## src/rtl/pht_update_scheduler.sv

```systemverilog
// PHT write sequencer: a post-reset init sweep, then in-order issue of queued
// counter updates to two RAM write ports without ever colliding on a bank.
module pht_update_scheduler #(
  parameter int unsigned ENTRY_NUM   = 1024,
  parameter int unsigned INDEX_WIDTH = $clog2(ENTRY_NUM),
  parameter int unsigned DATA_WIDTH  = 16,
  parameter logic [DATA_WIDTH-1:0] INIT_VALUE = 16'hAAAA,
  parameter int unsigned REQ_NUM     = 2,
  parameter int unsigned BANK_NUM    = 2,
  parameter int unsigned QUEUE_DEPTH = 8
) (
  input  logic                          clk,
  input  logic                          rst,
  input  logic [REQ_NUM-1:0]            reqValid,
  input  logic [INDEX_WIDTH-1:0]        reqAddr [REQ_NUM],
  input  logic [DATA_WIDTH-1:0]         reqData [REQ_NUM],
  output logic                          reqReady,
  output logic [REQ_NUM-1:0]            we,
  output logic [INDEX_WIDTH-1:0]        wa [REQ_NUM],
  output logic [DATA_WIDTH-1:0]         wv [REQ_NUM],
  output logic                          initBusy,
  output logic [$clog2(QUEUE_DEPTH):0]  pendingCount,
  output logic [7:0]                    dropCount
);

  localparam int unsigned PTR_W  = $clog2(QUEUE_DEPTH);
  localparam int unsigned CNT_W  = PTR_W + 1;
  localparam int unsigned BANK_W = (BANK_NUM > 1) ? $clog2(BANK_NUM) : 1;

  typedef enum logic {stInit, stRun} state_t;

  state_t                 state, stateNext;
  logic [INDEX_WIDTH-1:0] initPtr;
  logic [INDEX_WIDTH-1:0] qAddr [QUEUE_DEPTH];
  logic [DATA_WIDTH-1:0]  qData [QUEUE_DEPTH];
  logic [PTR_W-1:0]       rdPtr, wrPtr, rdPtrNext;
  logic [CNT_W-1:0]       count;
  logic                   sameAddr, take0, take1, issue0, issue1;
  logic [1:0]             enqNum, deqNum, dropNum;
  logic [8:0]             dropSum;

  // FSM state register
  always_ff @(posedge clk) begin
    if (rst) state <= stInit;
    else     state <= stateNext;
  end

  // FSM next state: leave INIT once the last pair of the sweep is written
  always_comb begin
    stateNext = state;
    if ((state == stInit) && (initPtr == INDEX_WIDTH'(ENTRY_NUM - 2))) stateNext = stRun;
  end

  // Issue decision from the queue head; the second slot only if it is in the other bank
  always_comb begin
    rdPtrNext = rdPtr + PTR_W'(1);
    issue0    = ~rst & (state == stRun) & (count != '0);
    issue1    = issue0 & (count >= CNT_W'(2)) &
                (qAddr[rdPtrNext][BANK_W-1:0] != qAddr[rdPtr][BANK_W-1:0]);
    deqNum    = 2'(issue0) + 2'(issue1);
  end

  // Enqueue/drop decision; a same-address pair keeps only the younger port 1 update
  always_comb begin
    sameAddr = reqValid[0] & reqValid[1] & (reqAddr[0] == reqAddr[1]);
    take0    = reqReady & reqValid[0] & ~sameAddr;
    take1    = reqReady & reqValid[1];
    enqNum   = 2'(take0) + 2'(take1);
    dropNum  = reqReady ? 2'd0 : (2'(reqValid[0]) + 2'(reqValid[1]));
    dropSum  = 9'(dropCount) + 9'(dropNum);
  end

  // FSM outputs: sweep writes in INIT, queue-head writes in RUN, all quiet in reset
  always_comb begin
    reqReady     = 1'b0;
    we           = '0;
    wa[0]        = '0;
    wa[1]        = '0;
    wv[0]        = '0;
    wv[1]        = '0;
    initBusy     = 1'b1;
    pendingCount = '0;
    if (!rst) begin
      pendingCount = count;
      if (state == stInit) begin
        we    = 2'b11;
        wa[0] = initPtr;
        wa[1] = initPtr + INDEX_WIDTH'(1);
        wv[0] = INIT_VALUE;
        wv[1] = INIT_VALUE;
      end else begin
        initBusy = 1'b0;
        reqReady = (count <= CNT_W'(QUEUE_DEPTH - 2));
        we       = {issue1, issue0};
        if (issue0) begin
          wa[0] = qAddr[rdPtr];
          wv[0] = qData[rdPtr];
        end
        if (issue1) begin
          wa[1] = qAddr[rdPtrNext];
          wv[1] = qData[rdPtrNext];
        end
      end
    end
  end

  // Sweep pointer, queue pointers, occupancy and saturating drop counter
  always_ff @(posedge clk) begin
    if (rst) begin
      initPtr   <= '0;
      rdPtr     <= '0;
      wrPtr     <= '0;
      count     <= '0;
      dropCount <= '0;
    end else begin
      if (state == stInit) initPtr <= initPtr + INDEX_WIDTH'(2);
      rdPtr     <= rdPtr + PTR_W'(deqNum);
      wrPtr     <= wrPtr + PTR_W'(enqNum);
      count     <= count + CNT_W'(enqNum) - CNT_W'(deqNum);
      dropCount <= dropSum[8] ? 8'hFF : dropSum[7:0];
    end
  end

  // Queue storage, filled in port order at the write pointer
  always_ff @(posedge clk) begin
    if (take0) begin
      qAddr[wrPtr] <= reqAddr[0];
      qData[wrPtr] <= reqData[0];
    end
    if (take1) begin
      qAddr[wrPtr + PTR_W'(take0)] <= reqAddr[1];
      qData[wrPtr + PTR_W'(take0)] <= reqData[1];
    end
  end

endmodule

```

## config.mk

```make
export PLATFORM = sky130hd
export DESIGN_NAME = pht_update_scheduler
export DESIGN_NICKNAME = d
export VERILOG_FILES = /design/src/rtl/pht_update_scheduler.sv
export SDC_FILE = /design/constraint.sdc
export NUM_CORES = 1
export LEC_CHECK = 0
export BUFFER_PORTS_ARGS = -buffer_cell sky130_fd_sc_hd__clkbuf_2
export CAP_MARGIN = 15
export CORE_UTILIZATION = 40
export CTS_BUF_LIST = sky130_fd_sc_hd__clkbuf_8
export DETAILED_ROUTE_END_ITERATION = 7
export GPL_TIMING_DRIVEN = 0
export SLEW_MARGIN = 20
export SYNTH_ARGS = -nofsm -noshare
export SYNTH_HDL_FRONTEND = slang
export SYNTH_SLANG_ARGS = --single-unit
export TNS_END_PERCENT = 5
```

## constraint.sdc

```tcl
create_clock -name clk -period 7.9 [get_ports clk]
set_clock_uncertainty 0.2 [all_clocks]
set_input_delay 1.58 -clock clk [delete_from_list [all_inputs] [get_ports clk]]
set_output_delay 1.58 -clock clk [all_outputs]
set_load 0.005 [all_outputs]
```

Yosys cells after proc, flatten, opt, wreduce, memory -nomap -nowiden
Memory sizes are Yosys's and may differ from the RTL's. A register that Yosys moved wholly into a read port is not among the register bits.
Cells that the tools add are included.
- logic and storage cells: 62
- RAM bits: 208
- input port bits: 56
- output and inout port bits: 68
- register bits after elaboration: 29
- memories kept: 2
- order comparisons: 2
- bitwise operators: 12
- add/sub/neg operators: 12
- equal/unequal tests: 3
- reduce and logical (&&, ||, !) cells: 2
- mux-type cells: 23
- memories (memory ; words ; bits a word ; read ports ; clocked after memory_dff ; wr ports ; line ; source):
    qData ; 8 ; 16 ; 2 ; 1 ; 2 ; 35 ; logic [DATA_WIDTH-1:0] qData [QUEUE_DEPTH];
    qAddr ; 8 ; 10 ; 2 ; 1 ; 2 ; 34 ; logic [INDEX_WIDTH-1:0] qAddr [QUEUE_DEPTH];
- operators by type and width (cell ; count):
    two-way mux 32 bit ; 2
    two-way mux 20 bit ; 2
    two-way mux 16 bit ; 2
    two-way mux 10 bit ; 2
    adder 10 x 1 -> 10 bit (second input constant) ; 1
    adder 10 x 2 -> 10 bit (second input constant) ; 1
    == test 10 bit ; 1
    == test 10 bit (second input constant) ; 1
    adder 8 x 2 -> 9 bit ; 1
    bitwise AND 1 bit ; 9
    two-way mux 1 bit ; 8
    two-way mux 8 bit ; 1
    adder 1 x 1 -> 2 bit ; 3
    adder 3 x 2 -> 3 bit ; 2
    two-way mux 2 bit ; 3
    two-way mux 3 bit ; 2
    adder 4 x 2 -> 4 bit ; 1
    >= comparator 4 x 2 -> 1 bit (second input constant) ; 1
    less-or-equal comparator 4 x 3 -> 1 bit (second input constant) ; 1
    two-way mux 4 bit ; 1
    nonzero test 4 bit ; 1
    subtractor 4 x 2 -> 4 bit ; 1
    adder 3 x 1 -> 3 bit ; 1
    adder 3 x 1 -> 3 bit (second input constant) ; 1
    3 further kinds ; 5

Depth between registers and ports, before layout
Gate-level depths: netlist (run 1).
- depth after elaboration: 8
- gate-level depth with buffers: 15
- gate-level depth less buffers: 15

Worst setup path before layout (run 1)
No wires, ideal clock.
- kind: input to register
- start point: in rst
- end point: mem qAddr[0][0] in the netlist's numbering (enable)
- data required time: 7.218 ns
- path slack: 2.236 ns
- stages on the path: 4
- setup time: 0.482 ns
- path buffers: 0
- data arrival time: 4.981 ns
- cell sequence: nor3b_2 o211a_1 o31ai_1 o41ai_1
- RTL lines (element ; line ; source):
    from (decl) ; 13 ; input logic rst,
    to (decl) ; 34 ;

==> flow_summary.ini, run 1 <==
[global_routing]
grt_antenna_before_repair = 5
grt-ovfl-total = 0
grt_max_degree = 12
grt_pass1_vias = 9705
grt_pass1_wl_mm = 62.85
grt_util_all_layers_pct = 23.95

[power]
total_power_divided_by_cell_area_nw_per_um2 = 157.2
p_leak_uw = 0.005751
ir_drop_uv = 109.0

[place]
place_congestion = 0.8076
post-dp-hpwl_mm = 30.89
io_buffers = 103
place_worst_setup_slack_ns = 1.385
placedCellCount = 1578

[detailed_routing]
first_pass_iters = 5
postRouteWirelength_mm = 43.62
antenna_nets_post_route = 0
viasPerCell = 5.780
drt-initial-drc-count = 748
post-route-drc-count = 0
route.vias.total = 9600
wl_per_cell_um = 26.26

[clock_network]
cts_max_level = 2
clockBufferDepth = 3
post_cts_resized = 0
tritoncts_clock_tree = done
clk-insertion-delay-late_ns = 0.58
cts-buffers-inserted = 44
cts_hold_buffers = 0
clock_sinks = 236
cts.repair_timing.setup_buffer_count = 0
worst_setup_hold_path_clk_slew_ns = 0.06
clockRootBuffer = clkbuf_8

[floorplan]
initial_core_util_pct = 40.62
rows = 69
die_area_sq_um = 36790
dieHeight_um = 191.8
coreArea_sq_um = 35480
die_w_um = 191.8
ios = 124

[worst_setup_path]
critical_path_capture_point_type = flip-flop
required_time_of_the_worst_setup_path_ns = 8.01
critPathKind = input port to flip-flop
cp_data_arrival_time_ns = 6.14
timing.critical_path.from_type = input port
worst_path_largest_cell_delay_ns = 0.78
worstPathMaxFanout = 10
critical_path.cell_chain = clkbuf_1 -> xnor2_1 -> nand4_1 -> o31ai_4 -> inv_1 -> ha_1 -> ha_1 -> xnor2_1 -> nand3_1 -> or2_2 -> buf_2 -> buf_1 -> o31ai_4 -> buf_8 -> buf_16 -> buf_8
critical_path.slowest_cell = buf_1
reg2reg_slack_ns = 3.19

[synthesis]
synth_flop_cell = edfxtp_1
seq_area_frac_synth_pct = 47.23
synth_area_leaders = edfxtp_1 (43%), mux2_2 (17%), mux4_2 (14%), mux2i_1 (5.3%), dfxtp_1 (3.9%)
synthesis.instances = 978
yosys_warn_count = 0
synth_most_common_cell = mux2_2
synth_fp_nets = 1057
syn_avg_cell_area_sq_um = 14.74
yosys.area.top_type = edfxtp_1
syn_area_sq_um = 14410
synth_seq_cells = 236
async_reset_ff_share_pct = 0
synthDistinctLibCells = 51
number_of_flops_mapped_to_enable_cells_by_yosys = 208
synth_largest_type_area_fraction_pct = 43.34
post_synth_most_frequent_cells = mux2_2 (216), edfxtp_1 (208), mux4_2 (91), mux2i_1 (76), nor2_1 (33)

[final_layout]
finalNetCount = 1242
final_core_utilization_pct = 47.23
multi_input_area_sq_um = 7192
area.sequential_sq_um = 6807
stdcell_count = 1661
fillers = 3189
synthToLayoutAreaGrowth_pct = 16.27
final_layout_size_suffix_gt1_share_pct = 48.33

[sta]
fmax_ghz = 0.1658
grt_setup_unrepaired = no
finalMaxSlewViolations = 0
worst_slew_pin_slew_ns = 1.136
slew-limit-headroom_pct = 24.00
final.setup.worst_slack_ns = 1.870
final_tns_setup_ns = 0
final_period_minus_worst_setup_slack_ns = 6.030
hold_violations = 0
setup_viol_count_final = 0
fin_crit_sh_pct = 76.33

[worst_hold_path]
min_path_type = flip-flop to flip-flop

[status]
outcome = complete, no violations

[flow_run]
maxCapViolCount = 0
## flip-flops by register name, indices dropped and copies added (netlist names)
| name | cells |
|---|---|
| initPtr | 9 |
| rdPtr | 3 |
| state | 1 |
| qAddr | 80 |
| dropCount | 8 |
| qData | 128 |
| wrPtr | 3 |
| count | 4 |
## final timing paths
path                                  from           to  cells after the start
worst max-delay path            reqAddr[8]  qData[2][2]                     16
worst min-delay path            initPtr[5]   initPtr[5]                      2
worst max register to register    count[3]  qData[2][2]                     17
worst min register to register  initPtr[5]   initPtr[5]                      2
## kinds of logic (layout without fill, tap and decap cells)
group,Yosys count,count (layout),share of synthesized area (%)
buffers and inverters,117,337,3.594
flip-flops,236,236,47.23
multiplexers,387,387,37.02
adder cells (fa/ha/maj),23,23,2.257
other,0,2,0
AO/OA/AOI/OAI,70,70,3.898
AND/OR/NAND/NOR,116,116,4.063
XOR/XNOR,29,29,1.945
## worst max-delay path: cells and delay by family
family	cells	cell delay, ns
buf+inv	7	1.97
fa+ha+maj	2	0.45
simple gates	3	0.52
xor+xnor	2	0.52
compound gates	2	1.07
## report_power, final
group	switching (uW)	internal (uW)
logic	71.4	67.5
clock network	528	602
registers	4.44	1360
total	604	2030
## routing by layer
| metal | global-route usage [%] | up-vias | part of all wire (%) |
|---|---|---|---|
| met1 | 31.43 | 4900 | 42 |
| met2 | 38.16 | 363 | 47 |
| met3 | 6.304 | 93 | 7.8 |
| met5 | 0 | - | 0.060 |
| li1 | - | 4240 | - |
| met4 | 8.394 | 4 | 3.1 |
## cells in the final DEF (no fill, tap or decap), drive strengths merged, types with 19 or more instances in the layout
master    n
mux2    216
edfxtp  208
clkbuf  186
mux4     94
buf      94
mux2i    77
inv      43
nor2     33
dfxtp    28
a21oi    24
nand2    19
xnor2    19
## final cells by class
cell class,instances,area share [%]
antenna,2,0.02987
buffer,92,2.546
clock buffer,49,4.024
clock inverter,32,0.9632
inverter,25,0.5600
multi-input combinational,625,42.92
sequential,236,40.62
tap,461,3.442
timing repair buffer,139,4.898
## per-stage QoR
stage / hold slack [ns] / power, uW / cell area [sq um]
2_1_floorplan: 0.2937 / 1474 / 14410
3_3_place_gp: 0.3187 / 1523 / 15500
6_report: 0.3485 / 2634 / 16760
4_1_cts: 0.3527 / 2658 / 16750
3_5_place_dp: 0.3378 / 1527 / 15920
5_1_grt: 0.3927 / 2730 / 16750
Power figures use the tool's default switching activity.
==> inputs of run 2 (changes only) <==
Clock period 7.9 ns to 5 ns, I/O delays scaled along.
==> run 2 against run 1 <==
Net effect: combinational power grew 58%; count of clock-buffer cells in the layout unchanged; first-iteration DRC count fell by 2.1%; hold slack got worse by 0.0029 ns; register-to-register slack worse by 2.8 ns; critical path depth unchanged.
==> flow_summary.ini, run 2 (synthesis results as in run 1) <==
[status]
outcome = complete, no violations

[place]
place_worst_setup_slack_ns = -0.9347
post_dp_cell_area_sq_um = 15920
post-dp-hpwl_mm = 30.89
place_congestion = 0.8076
placedCellCount = 1578
io_buffers = 103

[final_layout]
final_core_utilization_pct = 47.28
stdcell_count = 1662
top_register = qData
largest_regs = qData: 128 flops, qAddr: 80 flops, initPtr: 9 flops
finalNetCount = 1242
final_layout_size_suffix_gt1_share_pct = 48.58
most-common-layout-cells = mux2_2 (216), edfxtp_1 (208), clkbuf_2 (107), mux4_2 (91), mux2i_1 (76)
stdcell_area_sq_um = 16770
mostFrequentLayoutCell = mux2_2
max_reg_flops = 128
synthToLayoutAreaGrowth_pct = 16.39

[worst_setup_path]
cp_data_arrival_time_ns = 4.92
worstPathMaxFanout = 10
critPathKind = input port to flip-flop
required_time_of_the_worst_setup_path_ns = 5.11
critical_path_capture_point_type = flip-flop
timing.critical_path.from_type = input port

[clock_network]
clk-insertion-delay-late_ns = 0.58
cts_hold_buffers = 0
cts-buffers-inserted = 44
cts_max_level = 2
clockBufferDepth = 3
clock_sinks = 236
clockRootBuffer = clkbuf_8
tritoncts_clock_tree = done
worst_setup_hold_path_clk_slew_ns = 0.05

[detailed_routing]
m1WireLength_mm = 18.50
wl_per_cell_um = 26.26
antenna_nets_post_route = 0
first_pass_iters = 5
postRouteWirelength_mm = 43.64
viasPerCell = 5.762
detailroute.wirelength.met2_mm = 20.42
post-route-drc-count = 0
wl_met3_mm = 3.352
dr.max_layer_used = met5
route.vias.total = 9576
drt-initial-drc-count = 732

[sta]
grt_setup_unrepaired = no
final_period_minus_worst_setup_slack_ns = 4.806
setup_viol_count_final = 0
fin_crit_sh_pct = 96.13
timing.hold.ws_ns = 0.3455
worst_slew_pin_slew_ns = 1.152
slew-limit-headroom_pct = 22.94
finalMaxSlewViolations = 0
fmax_ghz = 0.2081
final.setup.worst_slack_ns = 0.1937
hold_violations = 0

[power]
power_frac_clock_pct = 43.0
ir_drop_uv = 173.6
p_comb_share_pct = 5.3
switching_power_uw = 961.9
internal_power_uw = 3206
p_leak_uw = 0.005763
power.share.switching_pct = 23.08
total_power_divided_by_cell_area_nw_per_um2 = 248.5
power.share.sequential_pct = 51.7

[flow_run]
maxCapViolCount = 0

[global_routing]
grt_antenna_before_repair = 5
grt_pass1_wl_mm = 62.82
grt_max_degree = 12
grt_util_all_layers_pct = 23.95
grt_pass1_vias = 9713
grt-ovfl-total = 0

[floorplan]
ios = 124
dieHeight_um = 191.8
initial_core_util_pct = 40.62
die_area_sq_um = 36790
die_w_um = 191.8
coreArea_sq_um = 35480
rows = 69

[worst_hold_path]
min_path_type = flip-flop to flip-flop
[run 2: power groups by stage]
stage               sequential (uW)  clock [uW]  combinational (uW)
floorplan                      2190           0                 134
global placement               2200           0                 211
detailed placement             2200           0                 216
CTS                            2150        1830                 218
global route                   2150        1920                 242
finish                         2150        1790                 219
[run 2: layout make-up]
| class | count | area (sq um) |
|---|---|---|
| repair buffers | 140 | 828.3 |
| flip-flops and latches | 236 | 6807 |
| well taps | 461 | 576.8 |
| clock inverters | 32 | 161.4 |
| diodes | 3 | 7.507 |
| plain buffers | 91 | 434.2 |
| clock buffers | 49 | 674.4 |
| multi-input cells | 625 | 7192 |
| fillers | 3190 | 18710 |
| inverters | 25 | 93.84 |
[run 2: path summary, 6_finish.rpt]
path / from / endpoint / slack [ns] / depth (start not counted)
setup / recovery: reqAddr[15] / qData[4][2] / 0.19 / 16
hold / removal: initPtr[9] / initPtr[9] / 0.35 / 2
setup reg to reg: rdPtr[0] / count[3] / 0.37 / 14
hold reg to reg: initPtr[9] / initPtr[9] / 0.35 / 2
[run 2: per-stage QoR]
step / TNS, ns / total power [uW]
2_1_floorplan: -8.700 / 2329
3_3_place_gp: -778.09 / 2406
3_5_place_dp: -167.22 / 2412
4_1_cts: 0 / 4200
5_1_grt: 0 / 4313
6_report: 0 / 4168
[run 2: repair_timing]
action | in CTS | in global routing
pin swaps | 1 | 0
setup endpoints to repair | 121 | 6
resized for setup | 2 | 3
setup buffers | 1 | 0
hold endpoints to repair | 0 | 0
[run 2: critical path, cell delays in order]
cell     delay [ns]
buf_1          0.29
xnor2_1        0.19
nand4_1        0.26
o31ai_4        0.37
inv_1          0.11
ha_1           0.20
ha_1           0.22
xor2_1         0.17
nand2_1        0.09
or3_1          0.10
buf_2          0.29
buf_1          0.71
o41ai_2        0.29
buf_4          0.25
buf_2          0.18
buf_4          0.17
[run 2: layer usage]
| metal | global-route usage [%] | vias up |
|---|---|---|
| li1 | - | 4242 |
| met1 | 31.46 | 4891 |
| met2 | 38.03 | 348 |
| met3 | 6.322 | 91 |
| met4 | 8.547 | 4 |
| met5 | 0 | - |
==> inputs of run 3 (changes only) <==
Settings changed: CELL_PAD_IN_SITES_DETAIL_PLACEMENT set to 2, CELL_PAD_IN_SITES_GLOBAL_PLACEMENT set to 2, PLACE_DENSITY_LB_ADDON set to 0.1.
Clock period 5 ns to 5.8 ns, I/O delays scaled along.
==> run 3 against run 2 <==
Net effect: clock power decreased by 16%; non-clock buffer count increased by 4; core utilization decreased by 0.088 points; cell area decreased by 0.19%; die area unchanged; setup slack improved by 0.30 ns; first-iteration DRC count decreased by 23%; critical path type unchanged; largest cell class unchanged.
==> flow_summary.ini, run 3 (synthesis results as in run 1) <==
[final_layout]
synthToLayoutAreaGrowth_pct = 16.17
most-common-layout-cells = mux2_2 (216), edfxtp_1 (208), clkbuf_2 (105), mux4_2 (91), mux2i_1 (76)
stdcell_area_sq_um = 16740
largest_regs = qData: 128 flops, qAddr: 80 flops, initPtr: 9 flops
multi_input_area_sq_um = 7192
fillers = 3467
finalNetCount = 1248
antenna_cells_inserted = 0
max_reg_flops = 128
area.sequential_sq_um = 6807
top_register = qData
final_layout_size_suffix_gt1_share_pct = 48.01
mostFrequentLayoutCell = mux2_2

[place]
post_dp_cell_area_sq_um = 15940
place_congestion = 0.7953
place_worst_setup_slack_ns = -0.5773
io_buffers = 103
post-dp-hpwl_mm = 35.33

[sta]
setup_viol_count_final = 0
hold_violations = 0
final.setup.worst_slack_ns = 0.4888
final_period_minus_worst_setup_slack_ns = 5.311
fin_crit_sh_pct = 91.57
slew-limit-headroom_pct = 21.72
worst_slew_pin_slew_ns = 1.174
grt_setup_unrepaired = no
finalMaxSlewViolations = 0
timing.hold.ws_ns = 0.3494
fmax_ghz = 0.1883

[worst_setup_path]
worstPathMaxFanout = 10
critical_path_capture_point_type = flip-flop
critPathKind = input port to flip-flop
timing.critical_path.from_type = input port
cp_data_arrival_time_ns = 5.39
required_time_of_the_worst_setup_path_ns = 5.88

[power]
p_comb_share_pct = 5.6
internal_power_uw = 2693
switching_power_uw = 875.5
total_power_divided_by_cell_area_nw_per_um2 = 213.1
ir_drop_uv = 158.7
power.share.switching_pct = 24.53
power_frac_clock_pct = 42.3
power.share.sequential_pct = 52.1
p_leak_uw = 0.005725

[global_routing]
grt_max_degree = 12
grt-ovfl-total = 0
grt_antenna_before_repair = 4
grt_pass1_wl_mm = 72.16
grt_util_all_layers_pct = 27.53
grt_pass1_vias = 10570

[floorplan]
initial_core_util_pct = 40.62
coreArea_sq_um = 35480
die_w_um = 191.8
die_area_sq_um = 36790
dieHeight_um = 191.8
rows = 69
ios = 124

[status]
outcome = complete, no violations

[detailed_routing]
post-route-drc-count = 0
postRouteWirelength_mm = 49.55
viasPerCell = 5.896
route.vias.total = 9817
drt-initial-drc-count = 567
first_pass_iters = 4
wl_per_cell_um = 29.76
antenna_nets_post_route = 0

[flow_run]
maxCapViolCount = 0

[worst_hold_path]
min_path_type = flip-flop to flip-flop

[clock_network]
cts-buffers-inserted = 46
worst_setup_hold_path_clk_slew_ns = 0.06
clockBufferDepth = 3
clk-insertion-delay-late_ns = 0.58
clock_sinks = 236
cts_max_level = 2
tritoncts_clock_tree = done
clockRootBuffer = clkbuf_8
==> run 3: cell count changes in the layout (fill, tap and decap cells not counted), moves of 3 or more <==
cell      change
clkinv_1     +11
inv_1         -4
buf_6         +3
diode_2       -3
==> run 3: path summary, 6_finish.rpt <==
path               from          end  slack (ns)  cells after the start
min          initPtr[9]   initPtr[9]        0.35                      2
max reg2reg       state  qData[0][2]        1.07                     16
max          reqAddr[6]  qData[0][2]        0.49                     17
min reg2reg  initPtr[9]   initPtr[9]        0.35                      2
==> run 3: final cells by class <==
class | instances | share of cell area [%]
buffer | 92 | 2.548
clock buffer | 47 | 3.863
clock inverter | 36 | 0.8743
inverter | 25 | 0.5605
multi-input combinational | 625 | 42.95
sequential | 236 | 40.65
tap | 461 | 3.445
timing repair buffer | 143 | 5.104
==> run 3: timing repair <==
action	CTS	global route
hold buffers	0	0
setup buffers	1	0
resized for setup	0	0
setup endpoints to repair	2	0
==> run 3: worst max-delay path, stage by stage <==
cell and delay [ns]:
clkbuf_1 0.31, xnor2_1 0.24, nand4_1 0.23, o31ai_4 0.43, inv_1 0.13, ha_1 0.21, ha_1 0.22, xnor2_1 0.20
nand2_1 0.09, or3_1 0.32, buf_2 0.26, buf_1 0.46, o41ai_2 0.16, buf_2 0.27, buf_2 0.26, buf_2 0.25
buf_4 0.19
==> run 3: routing by layer <==
layer / track usage [%] / wire length [um] / vias to the layer above
met4: 7.509 / 1041 / 6
met5: 0 / 44 / -
met1: 37.63 / 22090 / 5214
met3: 4.403 / 2410 / 82
met2: 45.27 / 23970 / 275
li1: - / - / 4240
==> run 3: power groups by stage <==
stage,clock [uW],combinational [uW],sequential (uW)
floorplan,0,116,1890
CTS,1540,201,1860
global placement,0,185,1890
finish,1510,199,1860
global route,1610,218,1860
detailed placement,0,197,1890
==> run 3: stage by stage <==
| step | setup TNS, ns | instances | power (uW) | utilization (%) |
|---|---|---|---|---|
| 2_1_floorplan | 0 | 978 | 2008 | - |
| 3_3_place_gp | -656.93 | 1542 | 2078 | 43.70 |
| 3_5_place_dp | -40.33 | 1581 | 2090 | 44.93 |
| 4_1_cts | 0 | 1665 | 3604 | 47.19 |
| 5_1_grt | 0 | 1665 | 3685 | 47.19 |
| 6_report | 0 | 1665 | 3569 | 47.19 |
